## config.mk

```make
export PLATFORM = sky130hd
export DESIGN_NAME = sram_1rw_arbiter
export DESIGN_NICKNAME = d
export VERILOG_FILES = /design/src/rtl/sram_1rw_arbiter.sv
export SDC_FILE = /design/constraint.sdc
export NUM_CORES = 1
export LEC_CHECK = 0
export CAP_MARGIN = 20
export CORE_AREA = 2 2 435 437
export DETAILED_ROUTE_END_ITERATION = 8
export DIE_AREA = 0 0 437 439
export HOLD_SLACK_MARGIN = 0.12
export PLACE_DENSITY = 0.33
export SLEW_MARGIN = 20
export SYNTH_ARGS = -nofsm -noshare
export SYNTH_HDL_FRONTEND = slang
export SYNTH_SLANG_ARGS = --single-unit
```

## constraint.sdc

```tcl
create_clock -name clock -period 45.1 [get_ports clock]
set_clock_uncertainty 0.15 [all_clocks]
set_input_delay 13.53 -clock clock [delete_from_list [all_inputs] [get_ports clock]]
set_output_delay 13.53 -clock clock [all_outputs]
set_load 0.01 [all_outputs]
```

## src/rtl/sram_1rw_arbiter.sv

```systemverilog
// sram_1rw_arbiter: round-robin two-port front end for a single-port (1RW) SRAM macro.
// Define SRAM_ARB_SCRUB_EN to zero every entry after reset before requests are accepted.
module sram_1rw_arbiter #(
  parameter int unsigned DEPTH  = 64,
  parameter int unsigned ADDR_W = 6,
  parameter int unsigned DATA_W = 176,
  parameter int unsigned MASK_W = 8
) (
  input  logic              clock,
  input  logic              reset,
  output logic              init_done,

  input  logic              a_req_valid,
  output logic              a_req_ready,
  input  logic              a_req_write,
  input  logic [ADDR_W-1:0] a_req_addr,
  input  logic [DATA_W-1:0] a_req_wdata,
  input  logic [MASK_W-1:0] a_req_wmask,
  output logic              a_resp_valid,
  input  logic              a_resp_ready,
  output logic [DATA_W-1:0] a_resp_rdata,

  input  logic              b_req_valid,
  output logic              b_req_ready,
  input  logic              b_req_write,
  input  logic [ADDR_W-1:0] b_req_addr,
  input  logic [DATA_W-1:0] b_req_wdata,
  input  logic [MASK_W-1:0] b_req_wmask,
  output logic              b_resp_valid,
  input  logic              b_resp_ready,
  output logic [DATA_W-1:0] b_resp_rdata,

  output logic              mem_en,
  output logic              mem_wmode,
  output logic [ADDR_W-1:0] mem_addr,
  output logic [DATA_W-1:0] mem_wdata,
  output logic [MASK_W-1:0] mem_wmask,
  input  logic [DATA_W-1:0] mem_rdata
);

  if (DATA_W % MASK_W != 0 || DEPTH > (2 ** ADDR_W)) begin : g_bad_cfg
    $error("sram_1rw_arbiter: inconsistent DEPTH/ADDR_W/DATA_W/MASK_W");
  end

  // ---------------------------------------------------------------------------
  // Control FSM
  // ---------------------------------------------------------------------------
`ifdef SRAM_ARB_SCRUB_EN
  typedef enum logic [1:0] {StInit, StScrub, StRun} state_e;
  state_e            state_q, state_d;
  logic [ADDR_W-1:0] scrub_addr_q, scrub_addr_d;

  always_comb begin
    state_d      = state_q;
    scrub_addr_d = scrub_addr_q;
    case (state_q)
      StInit:  state_d = StScrub;
      StScrub: begin
        scrub_addr_d = scrub_addr_q + 1'b1;
        if (scrub_addr_q == ADDR_W'(DEPTH - 1)) state_d = StRun;
      end
      default: state_d = StRun;
    endcase
  end

  always_ff @(posedge clock or posedge reset) begin
    if (reset) begin
      state_q      <= StInit;
      scrub_addr_q <= '0;
    end else begin
      state_q      <= state_d;
      scrub_addr_q <= scrub_addr_d;
    end
  end
`else
  typedef enum logic {StInit, StRun} state_e;
  state_e state_q, state_d;

  always_comb begin
    state_d = StRun;
  end

  always_ff @(posedge clock or posedge reset) begin
    if (reset) state_q <= StInit;
    else       state_q <= state_d;
  end
`endif

  logic run;
  assign run       = (state_q == StRun);
  assign init_done = run;

  // ---------------------------------------------------------------------------
  // Arbitration
  // ---------------------------------------------------------------------------
  logic prio_b_q;  // set once A has been granted, so B wins the next tie
  logic a_elig, b_elig, a_acc, b_acc;

  // A read may only go out when its response slot is free or draining now.
  assign a_elig = run & (a_req_write | ~a_resp_valid | a_resp_ready);
  assign b_elig = run & (b_req_write | ~b_resp_valid | b_resp_ready);

  assign a_req_ready = a_elig & (~(b_req_valid & b_elig) | ~prio_b_q);
  assign b_req_ready = b_elig & (~(a_req_valid & a_elig) |  prio_b_q);

  assign a_acc = a_req_valid & a_req_ready;
  assign b_acc = b_req_valid & b_req_ready;

  always_ff @(posedge clock or posedge reset) begin
    if (reset)      prio_b_q <= 1'b0;
    else if (a_acc) prio_b_q <= 1'b1;
    else if (b_acc) prio_b_q <= 1'b0;
  end

  // ---------------------------------------------------------------------------
  // Macro drive; address/data/mode hold their last value when idle
  // ---------------------------------------------------------------------------
  logic              wmode_q;
  logic [ADDR_W-1:0] addr_q;
  logic [DATA_W-1:0] wdata_q;
  logic [MASK_W-1:0] wmask_q;

  always_comb begin
    mem_en    = 1'b0;
    mem_wmode = wmode_q;
    mem_addr  = addr_q;
    mem_wdata = wdata_q;
    mem_wmask = wmask_q;
`ifdef SRAM_ARB_SCRUB_EN
    if (state_q == StScrub) begin
      mem_en    = 1'b1;
      mem_wmode = 1'b1;
      mem_addr  = scrub_addr_q;
      mem_wdata = '0;
      mem_wmask = '1;
    end else
`endif
    if (a_acc) begin
      mem_en    = 1'b1;
      mem_wmode = a_req_write;
      mem_addr  = a_req_addr;
      mem_wdata = a_req_wdata;
      mem_wmask = a_req_wmask;
    end else if (b_acc) begin
      mem_en    = 1'b1;
      mem_wmode = b_req_write;
      mem_addr  = b_req_addr;
      mem_wdata = b_req_wdata;
      mem_wmask = b_req_wmask;
    end
  end

  always_ff @(posedge clock or posedge reset) begin
    if (reset) begin
      wmode_q <= 1'b0;
      addr_q  <= '0;
      wdata_q <= '0;
      wmask_q <= '0;
    end else begin
      wmode_q <= mem_wmode;
      addr_q  <= mem_addr;
      wdata_q <= mem_wdata;
      wmask_q <= mem_wmask;
    end
  end

  // ---------------------------------------------------------------------------
  // Read return: data comes straight off the macro the cycle after the read,
  // and is parked in a hold register if the consumer stalls.
  // ---------------------------------------------------------------------------
  logic              a_inflight_q, a_held_q, b_inflight_q, b_held_q;
  logic [DATA_W-1:0] a_hold_q, b_hold_q;

  assign a_resp_valid = a_inflight_q | a_held_q;
  assign a_resp_rdata = a_inflight_q ? mem_rdata : a_hold_q;
  assign b_resp_valid = b_inflight_q | b_held_q;
  assign b_resp_rdata = b_inflight_q ? mem_rdata : b_hold_q;

  always_ff @(posedge clock or posedge reset) begin
    if (reset) begin
      a_inflight_q <= 1'b0;
      a_held_q     <= 1'b0;
      a_hold_q     <= '0;
    end else begin
      a_inflight_q <= a_acc & ~a_req_write;
      if (a_inflight_q & ~a_resp_ready) begin
        a_held_q <= 1'b1;
        a_hold_q <= mem_rdata;
      end else if (a_resp_ready) begin
        a_held_q <= 1'b0;
      end
    end
  end

  always_ff @(posedge clock or posedge reset) begin
    if (reset) begin
      b_inflight_q <= 1'b0;
      b_held_q     <= 1'b0;
      b_hold_q     <= '0;
    end else begin
      b_inflight_q <= b_acc & ~b_req_write;
      if (b_inflight_q & ~b_resp_ready) begin
        b_held_q <= 1'b1;
        b_hold_q <= mem_rdata;
      end else if (b_resp_ready) begin
        b_held_q <= 1'b0;
      end
    end
  end

endmodule
```

==> reports/results.ini, run 1 <==
[place]
dp.cells = 5688
hpwlAfterDp_mm = 101
port-buffer-count = 1112
routabilityCongestion = 0.906

[floorplanning]
start_util_pct = 14.7
dieArea_mm2 = 0.192
core_area_mm2 = 0.187
rows = 159
die_h_um = 439
io_pins = 1113
die_x_um = 437

[drt]
drtIter0Drc = 1078
finalWirelength_mm = 147
via_count = 23800
viasPerCell = 4.08
drcViolationCount = 0
first_pass_iters = 5
m1WireLength_mm = 57.6
highest_layer = met5
routedWlPerCell_um = 25.1
route.met3.wl_mm = 9.56
postRouteAntennaNets = 0
wl_met2_mm = 74.2

[clock_network]
cts_num_sinks = 549
cts_tree = built
cts.clk_slew.worst_paths_ns = 0.05
insertion_delay_ns = 0.69
hold_buffers = 0
cts-resized-gates = 0
htreeDepth = 3
cts_setup_buffers = 0
cts_buffer_depth = 3
root_buffer = clkbuf_16
numCtsBuffers = 80

[yosys]
synth_cells = 2293
syn-num-nets = 2857
ys_types = 33
synth.yosys.seq_area_share_pct = 50.1
synth_warnings = 0
avgSynthCellArea_um2 = 12.0
yosys_register_bits = 549
synth_area_mm2 = 0.0274

[critical_path]
critPathBufInv = 4
cp_max_fo = 73
critical-path-top-delay-family = buffers and inverters
crit_arrival_ns = 17.94
slowest_stage = buf_4
reg2reg_depth = 6
cp_num_cells = 7
startpoint_type = primary input
critPathKind = in2out
worstPathCellList = clkdlybuf4s50_1 > o311a_4 > buf_4 > buf_4 > o21ai_0 > a31oi_1 > clkdlybuf4s50_1
crit_required_ns = 31.42
end_kind = output port
slowest_delay_ns = 0.76

[layout]
drive_gt1_share_pct = 26.3
nNetsFinal = 3840
finalNonFillerCells = 5843
multiInputGateArea_mm2 = 0.0125
fill_cells = 20200
area_growth_pct = 58.5
seqCellArea_mm2 = 0.0137

[sta]
slew_violations = 0
worst_slew_pin_slew_ns = 1.02
slew_headroom_pct = 32.2
min_period_ns = 31.62
final_hold_viol_count = 0
finalSetupTns_ns = 0
period_share_pct = 70.1
rsz0062_at_grt = false
finalSetupViolations = 0
clock.fmax_mhz = 31.6

[pwr]
power_density_mw_per_mm2 = 47.2
leakagePower_nw = 16.2
vdd_drop_max_uv = 26.5
power_mw = 2.05

[global_routing]
antenna_found_initial = 26
grt_pass1_vias = 25100
gr-usage-all-layers_pct = 14.7
grt_first_pass_wirelength_mm = 204
grt_overflow = 0
grt_start_max_net_pins = 145

[flow_run]
cap_violations = 0

[hold_path]
hold_depth = 1
worstHoldPathType = reg2reg

[status]
run_status = finished, final reports clean

## stage by stage
stage	hold WS [ns]	setup slack (ns)	utilization, %	cell area (µm²)
floorplan	0.319	16.07	-	27400
global placement	0.333	13.23	21.8	40800
detailed placement	0.340	13.28	21.8	40800
CTS	0.353	13.27	23.2	43400
global route	0.357	13.32	23.2	43500
finish	0.346	13.48	23.2	43500
## final timing paths
kind,from,to,slack [ns]
worst min register to register,b_hold_q[169]$_DFFE_PP0P_,b_hold_q[169]$_DFFE_PP0P_,0.35
worst min-delay path,b_hold_q[169]$_DFFE_PP0P_,b_hold_q[169]$_DFFE_PP0P_,0.35
min in group asynchronous,reset,a_hold_q[43]$_DFFE_PP0P_,13.20
worst max-delay path,a_resp_ready,mem_wdata[111],13.48
worst max register to register,b_inflight_q$_DFF_PP0_,b_hold_q[79]$_DFFE_PP0P_,40.23
max in group asynchronous,reset,a_hold_q[33]$_DFFE_PP0P_,28.79
## kinds of logic (layout without fill, tap and decap cells)
family | after synthesis | after routing | share of synthesized area [%]
muxes | 704 | 704 | 28.9
DFF | 549 | 549 | 50.1
and+or+nand+nor | 397 | 397 | 8.13
AOI/OAI and AO/OA | 388 | 388 | 8.10
buffers and inverters | 254 | 1294 | 4.74
other | 1 | 16 | 0.0137
## per-layer routing
metal	global-route usage, %	up-vias
li1	-	10700
met1	16.9	12200
met2	25.5	783
met3	4.13	180
met4	6.11	16
met5	0	-
## final cells by class
| type | count | area share [%] |
|---|---|---|
| Antenna cell | 15 | 0.0864 |
| Tap cell | 2495 | 7.18 |
| Clock buffer | 128 | 5.77 |
| Timing Repair Buffer | 1150 | 26.4 |
| Multi-Input combinational cell | 1490 | 28.7 |
| Sequential cell | 549 | 31.6 |
| Inverter | 5 | 0.0605 |
| Clock inverter | 11 | 0.173 |
## power breakdown
group	leakage (nW)	switching (mW)	internal, mW
Clock	1.27	0.260	0.378
Combinational	8.42	0.334	0.412
Sequential	6.54	0.0480	0.618
Total	16.2	0.642	1.41
## registers in the layout (all words and copies together), names as in the netlist, 6 cells and up
| signal | cells |
|---|---|
| a_hold_q | 176 |
| addr_q | 6 |
| b_hold_q | 176 |
| wdata_q | 176 |
| wmask_q | 8 |
## cells in the final DEF (no fill, tap or decap), types with 20 or more instances in the layout
cell type,instances
clkbuf_1,20
clkbuf_8,24
clkdlybuf4s50_1,1112
a31oi_1,190
dfrtp_1,547
clkbuf_16,84
buf_4,32
nand4_1,190
nor3_1,192
o21ai_0,188
mux2_2,704
## worst register-to-register path: cells and delay by family (launching register included)
family	cells	cell delay (ns)
flip-flops	1	0.73
buffers and inverters	4	2.91
AND/OR/NAND/NOR	1	0.50
multiplexers	1	0.48
## cell usage after synthesis (all sizes together)
cell      n  area share, %
a21bo     1          0.037
a21oi     1          0.032
a311oi    1          0.032
a31oi   190            4.3
and2      1          0.023
and3      1          0.023
buf     175            3.7
clkbuf   74            1.0
conb      1          0.014
dfrtp   549             50
inv       5          0.068
mux2    704             29
nand2     5          0.068
nand2b    1          0.023
nand3     1          0.018
nand4   190            4.3
nor2      3          0.068
nor2b     1          0.023
nor3    192            3.5
o21ai   190            3.5
o21ba     1          0.037
o311a     1          0.037
o311ai    2          0.091
o31ai     1          0.027
or2       2          0.046
(Power assumes the default switching activity.)
==> inputs of run 2 (changes only) <==
==> constraint.sdc (replaced) <==
create_clock -name clock -period 30.6 [get_ports clock]
set_clock_uncertainty 0.15 [all_clocks]
set_input_delay 9.18 -clock clock [delete_from_list [all_inputs] [get_ports clock]]
set_output_delay 9.18 -clock clock [all_outputs]
set_load 0.01 [all_outputs]
==> reports/results.ini, run 2 (same netlist as run 1, synthesis figures left out) <==
[clock_network]
numCtsBuffers = 82  ; +2.5%
htreeDepth = 3  ; unchanged
root_buffer = clkbuf_16
cts_buffer_depth = 3  ; unchanged
cts-resized-gates = 0  ; unchanged
hold_buffers = 0  ; unchanged
cts_tree = built
cts.clk_slew.worst_paths_ns = 0.05  ; about the same
cts_num_sinks = 549  ; unchanged
cts_setup_buffers = 0  ; unchanged
insertion_delay_ns = 0.68  ; about the same

[sta]
finalSetupTns_ns = 0  ; unchanged
worst_slew_pin_slew_ns = 1.13  ; +0.113 ns
final_hold_viol_count = 0  ; unchanged
period_share_pct = 74.6
clock.fmax_mhz = 43.8
setup_ws_ns = 7.77  ; -5.71 ns
slew_violations = 0  ; unchanged
rsz0062_at_grt = false
min_period_ns = 22.83
slew_headroom_pct = 24.6  ; -7.6 points
finalSetupViolations = 0  ; unchanged
holdWs_ns = 0.347  ; +0.000974 ns

[place]
dp.cells = 5689  ; +0.018%
hpwlAfterDp_mm = 101  ; +0.40%
pre_cts_ws_ns = 7.76  ; -5.51 ns
port-buffer-count = 1112  ; unchanged
routabilityCongestion = 0.918  ; +1.3%
place_area_mm2 = 0.0408  ; about the same

[critical_path]
startpoint_type = primary input
end_kind = output port
crit_arrival_ns = 13.50  ; -4.44 ns
crit_required_ns = 21.27  ; -10.15 ns
cp_max_fo = 76  ; +4.1%
critPathKind = in2out

[pwr]
power_mw = 3.00  ; +47%
vdd_drop_max_uv = 36.2  ; +37%
power_density_mw_per_mm2 = 69.3  ; +47%
leakagePower_nw = 16.2  ; -0.34%

[floorplanning]
io_pins = 1113  ; unchanged
start_util_pct = 14.7  ; unchanged
rows = 159  ; unchanged
dieArea_mm2 = 0.192  ; unchanged
die_x_um = 437  ; unchanged
core_area_mm2 = 0.187  ; unchanged
die_h_um = 439  ; unchanged

[layout]
area_growth_pct = 58.2
largest_registers = a_hold_q: 176 flops, b_hold_q: 176 flops, wdata_q: 176 flops
postLayoutCellArea_mm2 = 0.0434  ; -0.18%
finalNonFillerCells = 5852  ; +0.15%
nNetsFinal = 3842  ; +0.052%
fill_cells = 20300  ; +0.40%
layout_commonest_cell = clkdlybuf4s50_1
drive_gt1_share_pct = 26.2  ; -0.13 points
utilization_pct = 23.2  ; -0.041 points
layout_common_cells = 1,112 x clkdlybuf4s50_1, 704 x mux2_2, 547 x dfrtp_1

[global_routing]
grt_pass1_vias = 25200  ; +0.62%
grt_start_max_net_pins = 154  ; +6.2%
gr-usage-all-layers_pct = 14.7  ; +0.029 points
grt_overflow = 0  ; unchanged
antenna_found_initial = 30  ; +15%
grt_first_pass_wirelength_mm = 205  ; +0.49%

[drt]
first_pass_iters = 5  ; unchanged
drtIter0Drc = 1004  ; -6.9%
routedWlPerCell_um = 25.1  ; +0.22%
drcViolationCount = 0  ; unchanged
finalWirelength_mm = 147  ; +0.38%
postRouteAntennaNets = 0  ; unchanged
viasPerCell = 4.07  ; -0.28%
via_count = 23800  ; -0.12%

[hold_path]
worstHoldPathType = reg2reg

[status]
run_status = finished, final reports clean

[flow_run]
cap_violations = 0  ; unchanged

[run 2: cell types whose count changed in the layout (fill, tap and decap cells not counted), moves of 2 or more]
cell | previous run | this run
buf_4 | 32 | 34
inv_6 | 1 | 3
clkbuf_1 | 20 | 25
clkinvlp_4 | 2 | 4
diode_2 | 15 | 23
clkbuf_8 | 24 | 12
clkbuf_16 | 84 | 82
clkinv_2 | 7 | 11
[run 2: final cells by class]
cell class                 instances  area, µm²  share of cell area [%]
tap                             2495       3120                    7.20
inverter                           5       26.3                  0.0606
sequential                       549      13700                    31.7
antenna                           23       57.6                   0.133
multi-input combinational       1490      12500                    28.7
timing repair buffer            1150      11500                    26.4
clock buffer                     119       2310                    5.33
clock inverter                    21        191                   0.441
[run 2: power breakdown]
group	total [mW]	internal [mW]	switching (mW)
clock network	0.923	0.531	0.392
registers	0.982	0.911	0.0704
logic	1.10	0.607	0.494
[run 2: metal layers]
| layer | wire length, µm | global-route usage, % | vias to the layer above | part of all wire, % |
|---|---|---|---|---|
| met5 | 87 | 0 | - | 0.059 |
| met4 | 4590 | 5.96 | 14 | 3.1 |
| met3 | 10500 | 4.61 | 199 | 7.1 |
| met2 | 74500 | 25.4 | 802 | 51 |
| met1 | 57400 | 16.8 | 12100 | 39 |
| li1 | - | - | 10700 | - |
[run 2: worst max-delay path, stage by stage]
cell and delay (ns):
clkdlybuf4s50_1 0.73, o311a_4 0.71, buf_4 0.63, buf_4 0.76, o21ai_0 0.21, a31oi_1 0.41
clkdlybuf4s50_1 0.65
[run 2: final timing paths]
| path | depth (start not counted) | start | endpoint | slack [ns] |
|---|---|---|---|---|
| worst max-delay path | 7 | a_resp_ready | mem_wdata[111] | 7.77 |
| worst min-delay path | 1 | b_hold_q[149]$_DFFE_PP0P_ | b_hold_q[149]$_DFFE_PP0P_ | 0.35 |
| worst max register to register | 6 | a_inflight_q$_DFF_PP0_ | a_hold_q[2]$_DFFE_PP0P_ | 24.93 |
| worst min register to register | 1 | b_hold_q[149]$_DFFE_PP0P_ | b_hold_q[149]$_DFFE_PP0P_ | 0.35 |
| max in group asynchronous | 7 | reset | a_hold_q[2]$_DFFE_PP0P_ | 17.10 |
| min in group asynchronous | 2 | reset | a_hold_q[43]$_DFFE_PP0P_ | 8.91 |
